[src/rtl/mul_rr_arbiter_pkg.sv]
// Shared constants and pipeline payload types for the round-robin int8 multiplier arbiter.
// Latency: n/a (types and constants only).
// Backpressure: n/a.
package mul_rr_arbiter_pkg;

  localparam int INT8_MAX = 127;
  localparam int INT8_MIN = -128;

  // Widest requester index supported (NREQ up to 16); narrower ids are zero-extended.
  localparam int ID_MAXW = 4;

  typedef struct packed {
    logic [ID_MAXW-1:0] id;
    logic signed [7:0]  a;
    logic signed [7:0]  b;
  } s1_pay_t;

  typedef struct packed {
    logic [ID_MAXW-1:0] id;
    logic signed [7:0]  product;
    logic               sat;
  } s2_pay_t;

endpackage

[src/rtl/mul_rr_arbiter_mul.sv]
// Signed 8x8 multiply clamped to int8, flagging when the clamp was applied.
// Latency: purely combinational.
// Backpressure: none, no state.
module int8_sat_mul
  import mul_rr_arbiter_pkg::*;
(
  input  logic signed [7:0] a,
  input  logic signed [7:0] b,
  output logic signed [7:0] product,
  output logic              sat
);

  logic signed [15:0] full;

  // Full-precision product, then clamp into the int8 range.
  always_comb begin
    full    = 16'(a) * 16'(b);
    product = full[7:0];
    sat     = 1'b0;
    if (full > 16'(INT8_MAX)) begin
      product = 8'(INT8_MAX);
      sat     = 1'b1;
    end else if (full < 16'(INT8_MIN)) begin
      product = 8'(INT8_MIN);
      sat     = 1'b1;
    end
  end

endmodule

[src/rtl/mul_rr_arbiter.sv]
// Round-robin arbiter sharing one int8 saturating multiplier among NREQ requesters.
// Latency: accept in cycle N -> rsp_valid in cycle N+2; one product per cycle sustained.
// Backpressure: rsp_ready low freezes S2; S1 then fills and req_ready drops to zero.
module mul_rr_arbiter
  import mul_rr_arbiter_pkg::*;
#(
  parameter int NREQ = 4,
  parameter int IDW  = $clog2(NREQ)
) (
  input  logic                   clk,
  input  logic                   rst_n,
  input  logic [NREQ-1:0]        req_valid,
  input  logic [NREQ*8-1:0]      req_a,
  input  logic [NREQ*8-1:0]      req_b,
  output logic [NREQ-1:0]        req_ready,
  output logic                   rsp_valid,
  input  logic                   rsp_ready,
  output logic [IDW-1:0]         rsp_id,
  output logic signed [7:0]      rsp_product,
  output logic                   rsp_sat,
  output logic                   busy,
  output logic [15:0]            sat_count
);

  logic           s1_valid;
  s1_pay_t        s1;
  logic           s2_valid;
  s2_pay_t        s2;
  logic [IDW-1:0] ptr;

  logic           adv1;
  logic           adv2;
  logic           gnt_vld;
  logic [IDW-1:0] gnt_id;
  logic [IDW:0]   search;
  logic signed [7:0] mul_p;
  logic           mul_sat;

  // First set bit of v at or after p, wrapping; MSB of the result flags a hit.
  function automatic logic [IDW:0] rr_search(input logic [NREQ-1:0] v, input logic [IDW-1:0] p);
    logic [IDW:0]   res;
    logic [IDW-1:0] idx;
    res = '0;
    for (int k = NREQ - 1; k >= 0; k--) begin
      idx = IDW'((int'(p) + k) % NREQ);
      if (v[idx]) res = {1'b1, idx};
    end
    return res;
  endfunction

  assign adv2 = !s2_valid || rsp_ready;
  assign adv1 = !s1_valid || adv2;

  assign search  = rr_search(req_valid, ptr);
  assign gnt_vld = search[IDW];
  assign gnt_id  = search[IDW-1:0];

  // Grant is offered only to the winner, only when S1 can take it, never while in reset.
  always_comb begin
    req_ready = '0;
    if (gnt_vld) req_ready[gnt_id] = adv1 && rst_n;
  end

  // S1 capture of the winning operand pair; pointer moves past the winner on accept.
  always_ff @(posedge clk or negedge rst_n) begin
    if (!rst_n) begin
      s1_valid <= 1'b0;
      s1       <= '0;
      ptr      <= '0;
    end else if (adv1) begin
      s1_valid <= gnt_vld;
      if (gnt_vld) begin
        s1.id <= ID_MAXW'(gnt_id);
        s1.a  <= req_a[{gnt_id, 3'b000} +: 8];
        s1.b  <= req_b[{gnt_id, 3'b000} +: 8];
        ptr   <= IDW'((int'(gnt_id) + 1) % NREQ);
      end
    end
  end

  int8_sat_mul u_mul (
    .a       (s1.a),
    .b       (s1.b),
    .product (mul_p),
    .sat     (mul_sat)
  );

  // S2 takes the clamped product; payload only updates with real data so idle outputs stay quiet.
  always_ff @(posedge clk or negedge rst_n) begin
    if (!rst_n) begin
      s2_valid <= 1'b0;
      s2       <= '0;
    end else if (adv2) begin
      s2_valid <= s1_valid;
      if (s1_valid) begin
        s2.id      <= s1.id;
        s2.product <= mul_p;
        s2.sat     <= mul_sat;
      end
    end
  end

  // Count clamped products as they are handed off, sticking at all-ones.
  always_ff @(posedge clk or negedge rst_n) begin
    if (!rst_n) begin
      sat_count <= '0;
    end else if (s2_valid && rsp_ready && s2.sat && sat_count != 16'hFFFF) begin
      sat_count <= sat_count + 16'd1;
    end
  end

  assign rsp_valid   = s2_valid;
  assign rsp_id      = IDW'(s2.id);
  assign rsp_product = s2.product;
  assign rsp_sat     = s2.sat;
  assign busy        = s1_valid || s2_valid;

endmodule

[config.mk]
export PLATFORM = sky130hd
export DESIGN_NAME = mul_rr_arbiter
export DESIGN_NICKNAME = d
export VERILOG_FILES = /design/src/rtl/mul_rr_arbiter_pkg.sv /design/src/rtl/mul_rr_arbiter_mul.sv /design/src/rtl/mul_rr_arbiter.sv
export SDC_FILE = /design/constraint.sdc
export NUM_CORES = 1
export LEC_CHECK = 0
export CAP_MARGIN = 10
export CORE_ASPECT_RATIO = 0.75
export CORE_UTILIZATION = 52
export CTS_CLUSTER_DIAMETER = 60
export DETAILED_ROUTE_END_ITERATION = 10
export PLACE_DENSITY = 0.76
export RECOVER_POWER = 25
export SLEW_MARGIN = 20
export SYNTH_ARGS = -nofsm -noshare
export SYNTH_HDL_FRONTEND = slang
export SYNTH_SLANG_ARGS = --single-unit
[constraint.sdc]
create_clock -name clk -period 5.6 [get_ports clk]
set_clock_uncertainty 0.1 [all_clocks]
set_input_delay 1.68 -clock clk [delete_from_list [all_inputs] [get_ports clk]]
set_output_delay 1.68 -clock clk [all_outputs]
set_load 0.01 [all_outputs]
======== Word level (Yosys, flattened, before mapping) ========
Index checks and enable logic that the tools add are counted.
word-level totals
  memory bits (writable) .................. 0
  logic and storage cells ................. 59
  memories ................................ 0
  register bits after elaboration ......... 49
  output and inout port bits .............. 33
  input port bits ......................... 71
  latch bits .............................. 0
  bits in read-only memories .............. 0
cells by class
  divide/modulo/power cells ............... 0
  bitwise logic cells ..................... 1
  reduce and logical (&&, ||, !) cells .... 12
  $add $sub $neg .......................... 5
  order comparisons ....................... 8
  equal/unequal tests ..................... 1
  multiplexer cells ....................... 19
  shifts and indexed selects .............. 2
  $mul .................................... 1
operator list
  cell                     number
  $shiftx A32 B6 Y8        2
  $add A16 B1 Y16 const B  1
  $gt A16 B8 Y1 const B    1
  $lt A16 B8 Y1 const B    1
  $mul A8 B8 Y16           1
  $mux W8                  2
  $ne A16 B16 Y1 const B   1
  $lt A2 B3 Y1 const B     5
  $mux W3                  4
  $bmux W1 S2              4
  $mux W1                  7
  $logic_and A1 B1 Y1      5
  $add A2 B1 Y2 const B    2
  $add A2 B2 Y2 const B    2
  $and A4 B4 Y4            1
  $mux W4                  1
  $reduce_and A2 Y1        2
  $logic_or A1 B1 Y1       3
  $demux W1 S2             1
  $ge A2 B1 Y1 const B     1
  $logic_not A1 Y1         2

======== Longest topological paths before layout ========
  word-level depth ........................ 13
  mapped depth ............................ 19
  depth with buffers taken out ............ 18

======== Cells and area by module ========
Synthesis repeated with hierarchy kept, for this count alone.
second synthesis, totals
  cells, all modules ...................... 554
  area total of the unflattened synthesis .. 5449.0 um^2
modules (own cells, without submodules)
  module          seq. area each (um^2)  area each (um^2)  cells an instance  times used
  int8_sat_mul    0.0                    2944.1            330                1
  mul_rr_arbiter  1226.2                 2504.9            224                1

======== Worst setup path after synthesis ========
Ideal clock, no wire load.
  kind .................................... flip-flop to flip-flop
  from .................................... register, netlist name s1[3]
  to ...................................... register s2 (netlist bit rsp_product[0])
  path buffers ............................ 1
  clock period less this slack ............ 4960 ps
  path slack .............................. 640 ps
  library setup time ...................... 129 ps
  arrival time ............................ 4731 ps
  data required time ...................... 5371 ps
  cell stages (with the launch flop) ...... 19
  cell sequence ........................... dfrtp_1 > and2_1 > fa_1 > inv_1 > fa_1 > inv_1 > fa_1 > inv_1 > fa_1 > inv_1 > ha_1 > buf_2 > a211oi_1 > nand2_1 > o32a_2 > a211oi_1 > nand4_2 > a22oi_2 > o21ai_1
between the ends
  word-level cells in the longest chain between the ends .. 4
  elaborated cells on any way between the ends .. 5
  those cells by class .................... mul (1); order compare (2); mux (2)
ends and longest elaborated chain
  element             RTL line                  RTL
  $mul A8 B8 Y16 (*)  mul_rr_arbiter_mul.sv:17  full = 16'(a) * 16'(b);
  $lt A16 B8 Y1       mul_rr_arbiter_mul.sv:23  end else if (full < 16'(INT8_MIN)) begin
  $mux W8             mul_rr_arbiter_mul.sv:23
  $mux W8 (*)         mul_rr_arbiter_mul.sv:20  if (full > 16'(INT8_MAX)) begin
  end, declared       mul_rr_arbiter.sv:28      s2_pay_t s2;
Mark *: on every way between the ends. The rest lies on a longest branch, timed or not.
A chain may end at the register's enable or synchronous reset.

======== Final worst setup path ========
  from .................................... input req_valid[0]
  to ...................................... output req_ready[3]
between the ends
  word-level cells in the longest chain between the ends .. 12
  elaborated cells on any way between the ends .. 19
  those cells by class .................... order compare (2); mux (15); bitwise (1); reduce/logical (1)
ends and longest elaborated chain
  element                                                             RTL line              RTL
  start, declared                                                     mul_rr_arbiter.sv:12  input logic [NREQ-1:0] req_valid,
  $bmux W1 S2                                                         mul_rr_arbiter.sv:46  if (v[idx]) res = {1'b1, idx};
  $mux W1 (not written as such)                                       mul_rr_arbiter.sv:46
  $mux W3 (3 in a row)                                                mul_rr_arbiter.sv:46
  $mux W3 (*)                                                         mul_rr_arbiter.sv:46
  $lt A2 B3 Y1 (not written as such) or $ge A2 B1 Y1 (tied branches)  mul_rr_arbiter.sv:61  if (gnt_vld) req_ready[gnt_id] = adv1 && rst_n;
  $logic_and A1 B1 Y1                                                 mul_rr_arbiter.sv:61
  $mux W1 (not written as such)                                       mul_rr_arbiter.sv:61
  $demux W1 S2                                                        mul_rr_arbiter.sv:61
  $and A4 B4 Y4 (no line)                                             -
  $mux W4 (*)                                                         mul_rr_arbiter.sv:61
  end, declared                                                       mul_rr_arbiter.sv:15  output logic [NREQ-1:0] req_ready,
Mark *: on every way between the ends. The rest lies on a longest branch, timed or not. The select of a mux whose other input is x is not followed.

==> metrics.txt <==
# TYPE chip_impl_metric gauge
chip_impl_metric{name="io_buffer_count",unit=""} 103
chip_impl_metric{name="synthCells",unit=""} 631
chip_impl_info{name="post-synth-top-area-cell",value="dfrtp_1"} 1
chip_impl_info{name="tritoncts",value="built"} 1
chip_impl_metric{name="clk_pin_slew_worst_paths",unit="ns"} 0.07
chip_impl_metric{name="via_to_cell_ratio",unit=""} 5.32
chip_impl_metric{name="layout.core_utilization",unit="%"} 68.5
chip_impl_metric{name="max_clock_buf_depth",unit=""} 2
chip_impl_metric{name="ctsHtreeMaxLevel",unit=""} 2
chip_impl_metric{name="synth-seq-area-share",unit="%"} 23.0
chip_impl_metric{name="crit_path_max_fanout",unit=""} 10
chip_impl_metric{name="synthDominantCellAreaShare",unit="%"} 23.0
chip_impl_info{name="startpoint_type_of_the_worst_setup_path",value="input port"} 1
chip_impl_metric{name="holdBufCountCts",unit=""} 0
chip_impl_metric{name="final-hold-violation-count",unit=""} 0
chip_impl_metric{name="insertion_delay",unit="ns"} 0.28
chip_impl_info{name="crit_end_element",value="output port"} 1
chip_impl_metric{name="grt_overflow",unit=""} 0
chip_impl_metric{name="max_capacitance_violation_total",unit=""} 1
chip_impl_metric{name="dp_worst_setup_slack",unit="ns"} 0.0782
chip_impl_info{name="synth.most_common_cell",value="nand2_1"} 1
chip_impl_metric{name="drt-initial-drc-count",unit=""} 258
chip_impl_metric{name="floorplan.rows",unit=""} 31
chip_impl_metric{name="max_slew_violation_count",unit=""} 50
chip_impl_metric{name="cts_inserted_buffers",unit=""} 5
chip_impl_metric{name="postLayoutSetupSlackWorst",unit="ns"} 0.111
chip_impl_metric{name="drtPass1Iterations",unit=""} 5
chip_impl_metric{name="finalSetupViolations",unit=""} 0
chip_impl_metric{name="initial_utilization",unit="%"} 54.4
chip_impl_metric{name="timing.setup.tns",unit="ns"} 0
chip_impl_metric{name="area.growth.synth_to_final",unit="%"} 26.0
chip_impl_info{name="worstSetupPathType",value="in2out"} 1
chip_impl_metric{name="worst_slew_pin_slew",unit="ns"} 2.56
chip_impl_info{name="min-delay-path-class",value="reg2reg"} 1
chip_impl_metric{name="final_min_period_over_clock_period",unit="%"} 98.0
chip_impl_metric{name="max-slew-margin-rel",unit="%"} -70.9
chip_impl_metric{name="timing.critical_path.required",unit="ns"} 3.82
chip_impl_info{name="violated_checks",value="max-capacitance violations, max-slew violations"} 1
chip_impl_metric{name="finalNonFillerCells",unit=""} 867
chip_impl_metric{name="synth-edff-count",unit=""} 0
chip_impl_metric{name="maximum_clock_frequency",unit="MHz"} 182
chip_impl_metric{name="antenna_found_initial",unit=""} 0
chip_impl_metric{name="avgRoutedWirePerCell",unit="um"} 14.5
chip_impl_metric{name="synth.ff_latch_count",unit=""} 49
chip_impl_metric{name="netlist-cell-type-count",unit=""} 58
chip_impl_metric{name="place.gp.congestion",unit=""} 0.908
chip_impl_metric{name="dp.final_hpwl",unit="um"} 10100
chip_impl_info{name="yosys_most_used_dff",value="dfrtp_1"} 1
chip_impl_info{name="clk_root_buffer_cell",value="clkbuf_16"} 1
chip_impl_metric{name="globalRouteTotalUtil",unit="%"} 24.4
chip_impl_metric{name="worst_ep_arrival_time",unit="ns"} 3.71
chip_impl_metric{name="nFillCells",unit=""} 783
chip_impl_metric{name="finalWorstPathRequiredPeriod",unit="ns"} 5.49
chip_impl_metric{name="drc",unit=""} 0
chip_impl_metric{name="antenna_cells_inserted",unit=""} 0
chip_impl_metric{name="route.final.wire_length",unit="um"} 12500
chip_impl_info{name="outcome",value="complete, but fails checks"} 1
chip_impl_metric{name="tritoncts_sink_count",unit=""} 49
chip_impl_metric{name="num_vias",unit=""} 4613
chip_impl_metric{name="floorplan.die.width",unit="um"} 119
chip_impl_metric{name="mappedNetlistArea",unit="mm2"} 0.00533
chip_impl_metric{name="die_area",unit="mm2"} 0.0107
chip_impl_metric{name="postSynthAreaPerCell",unit="um2"} 8.45
chip_impl_metric{name="drtAntennaViolNets",unit=""} 0
chip_impl_metric{name="final-seq-area",unit="mm2"} 0.00123
chip_impl_metric{name="pin_count_of_the_biggest_net_entering_global_routing",unit=""} 50
chip_impl_metric{name="die-height",unit="um"} 89.7
chip_impl_metric{name="final_layout_size_suffix_gt1_share",unit="%"} 6.26
chip_impl_info{name="synth_top_cells_by_count",value="nand2_1, inv_1, fa_1"} 1
chip_impl_metric{name="number_of_global_route_vias_before_repair",unit=""} 4569
chip_impl_metric{name="wire_length_of_the_first_global_routing_pass",unit="um"} 21500
chip_impl_metric{name="syn_nets",unit=""} 791
chip_impl_metric{name="place_inst",unit=""} 858
chip_impl_metric{name="multi_input_comb_area",unit="mm2"} 0.00375
chip_impl_metric{name="asyncSetResetFlopFracSynth",unit="%"} 100
chip_impl_metric{name="final_net_count",unit=""} 894
chip_impl_metric{name="floorplan.io_pins",unit=""} 104
chip_impl_metric{name="synth-warning-count",unit=""} 0
chip_impl_metric{name="fp.coreArea",unit="mm2"} 0.00981
chip_impl_info{name="synthTopCellsByArea",value="dfrtp_1, fa_1, nand2_1"} 1
[final timing paths]
path | slack [ns] | start | endpoint | cells past startpoint
max in group asynchronous | 1.55 | rst_n | s1[14] | 2
worst min register to register | 0.38 | s1[17] | s1[17] | 2
worst max-delay path | 0.11 | req_valid[0] | req_ready[3] | 8
worst min-delay path | 0.38 | s1[17] | s1[17] | 2
worst max register to register | 0.20 | s1[15] | rsp_product[4] | 18
min in group asynchronous | 2.39 | rst_n | sat_count[13] | 2
[worst max-delay path, cell delays in order]
cell             delay [ns]
clkdlybuf4s50_1        0.56
a21oi_1                0.09
o21a_1                 0.17
o22a_1                 0.23
buf_4                  0.18
ha_1                   0.17
and3_1                 0.14
clkdlybuf4s50_1        0.48
[stage by stage]
stage	cell area (um2)	hold WS (ns)
finish	6720	0.376
global route	6720	0.421
CTS	6680	0.381
detailed placement	6530	0.367
global placement	6530	0.359
floorplan	5330	0.346
[registers in the layout, summed over array words and instances, names as in the netlist]
signal / flops
s1_valid: 1
rsp_sat: 1
sat_count: 16
rsp_valid: 1
rsp_product: 8
ptr: 2
s1: 18
rsp_id: 2
[area by class of cell]
type | instances | area share [%]
clock buffers | 5 | 1.86
clock inverters | 3 | 0.316
well taps | 132 | 2.46
inverters | 86 | 4.80
multi-input cells | 477 | 55.8
repair buffers | 115 | 16.5
flip-flops and latches | 49 | 18.2
[per-layer routing]
| metal | vias to the layer above | wire length, um | share of wire, % | global-route usage [%] |
|---|---|---|---|---|
| li1 | 2249 | - | - | - |
| met1 | 2204 | 5760 | 46 | 34.0 |
| met2 | 144 | 6100 | 49 | 41.3 |
| met3 | 16 | 490 | 3.9 | 2.98 |
| met4 | 0 | 189 | 1.5 | 4.54 |
| met5 | - | 0 | 0 | 0 |
[cell families (layout without fill, tap and decap cells)]
family                   after synthesis  after routing  share of synthesized area (%)
adder cells (fa/ha/maj)               89             89                           28.6
flip-flops                            49             49                           23.0
XOR/XNOR                              27             27                           4.43
AND/OR/NAND/NOR                      251            251                           22.2
buffers and inverters                105            209                           7.58
AO/OA/AOI/OAI                        105            105                           13.1
multiplexers                           5              5                           1.03
[placed cells by master, fill, tap and decap left out, types with 2 or more instances in the layout]
master	n
nor2_1	17
and3_1	4
a21oi_1	16
o21ai_1	40
nand2_1	132
nand2b_1	3
o21ai_0	7
nand3_1	22
dfrtp_1	49
o21ba_1	2
clkdlybuf4s50_1	102
o21bai_1	2
nor3_1	4
mux2_2	3
a211oi_1	2
xor2_1	11
and2_1	44
o211ai_1	2
a21oi_2	3
clkbuf_16	5
and4_1	2
clkbuf_1	2
ha_1	33
nand4_1	5
a21boi_1	2
nor4_1	4
inv_1	85
o21a_1	4
fa_1	54
a21o_1	3
a211oi_2	4
xnor2_1	16
buf_4	11
nor2b_1	7
[timing repair]
item                                    in CTS  in global routing
hold endpoints to repair                     0                  0
gates resized for setup                      0                 10
setup buffers                                0                  1
endpoints found under the setup margin       0                  8
Power is not shown: default switching activity piles up to over one toggle a cycle in this logic, so the estimate is an artifact.
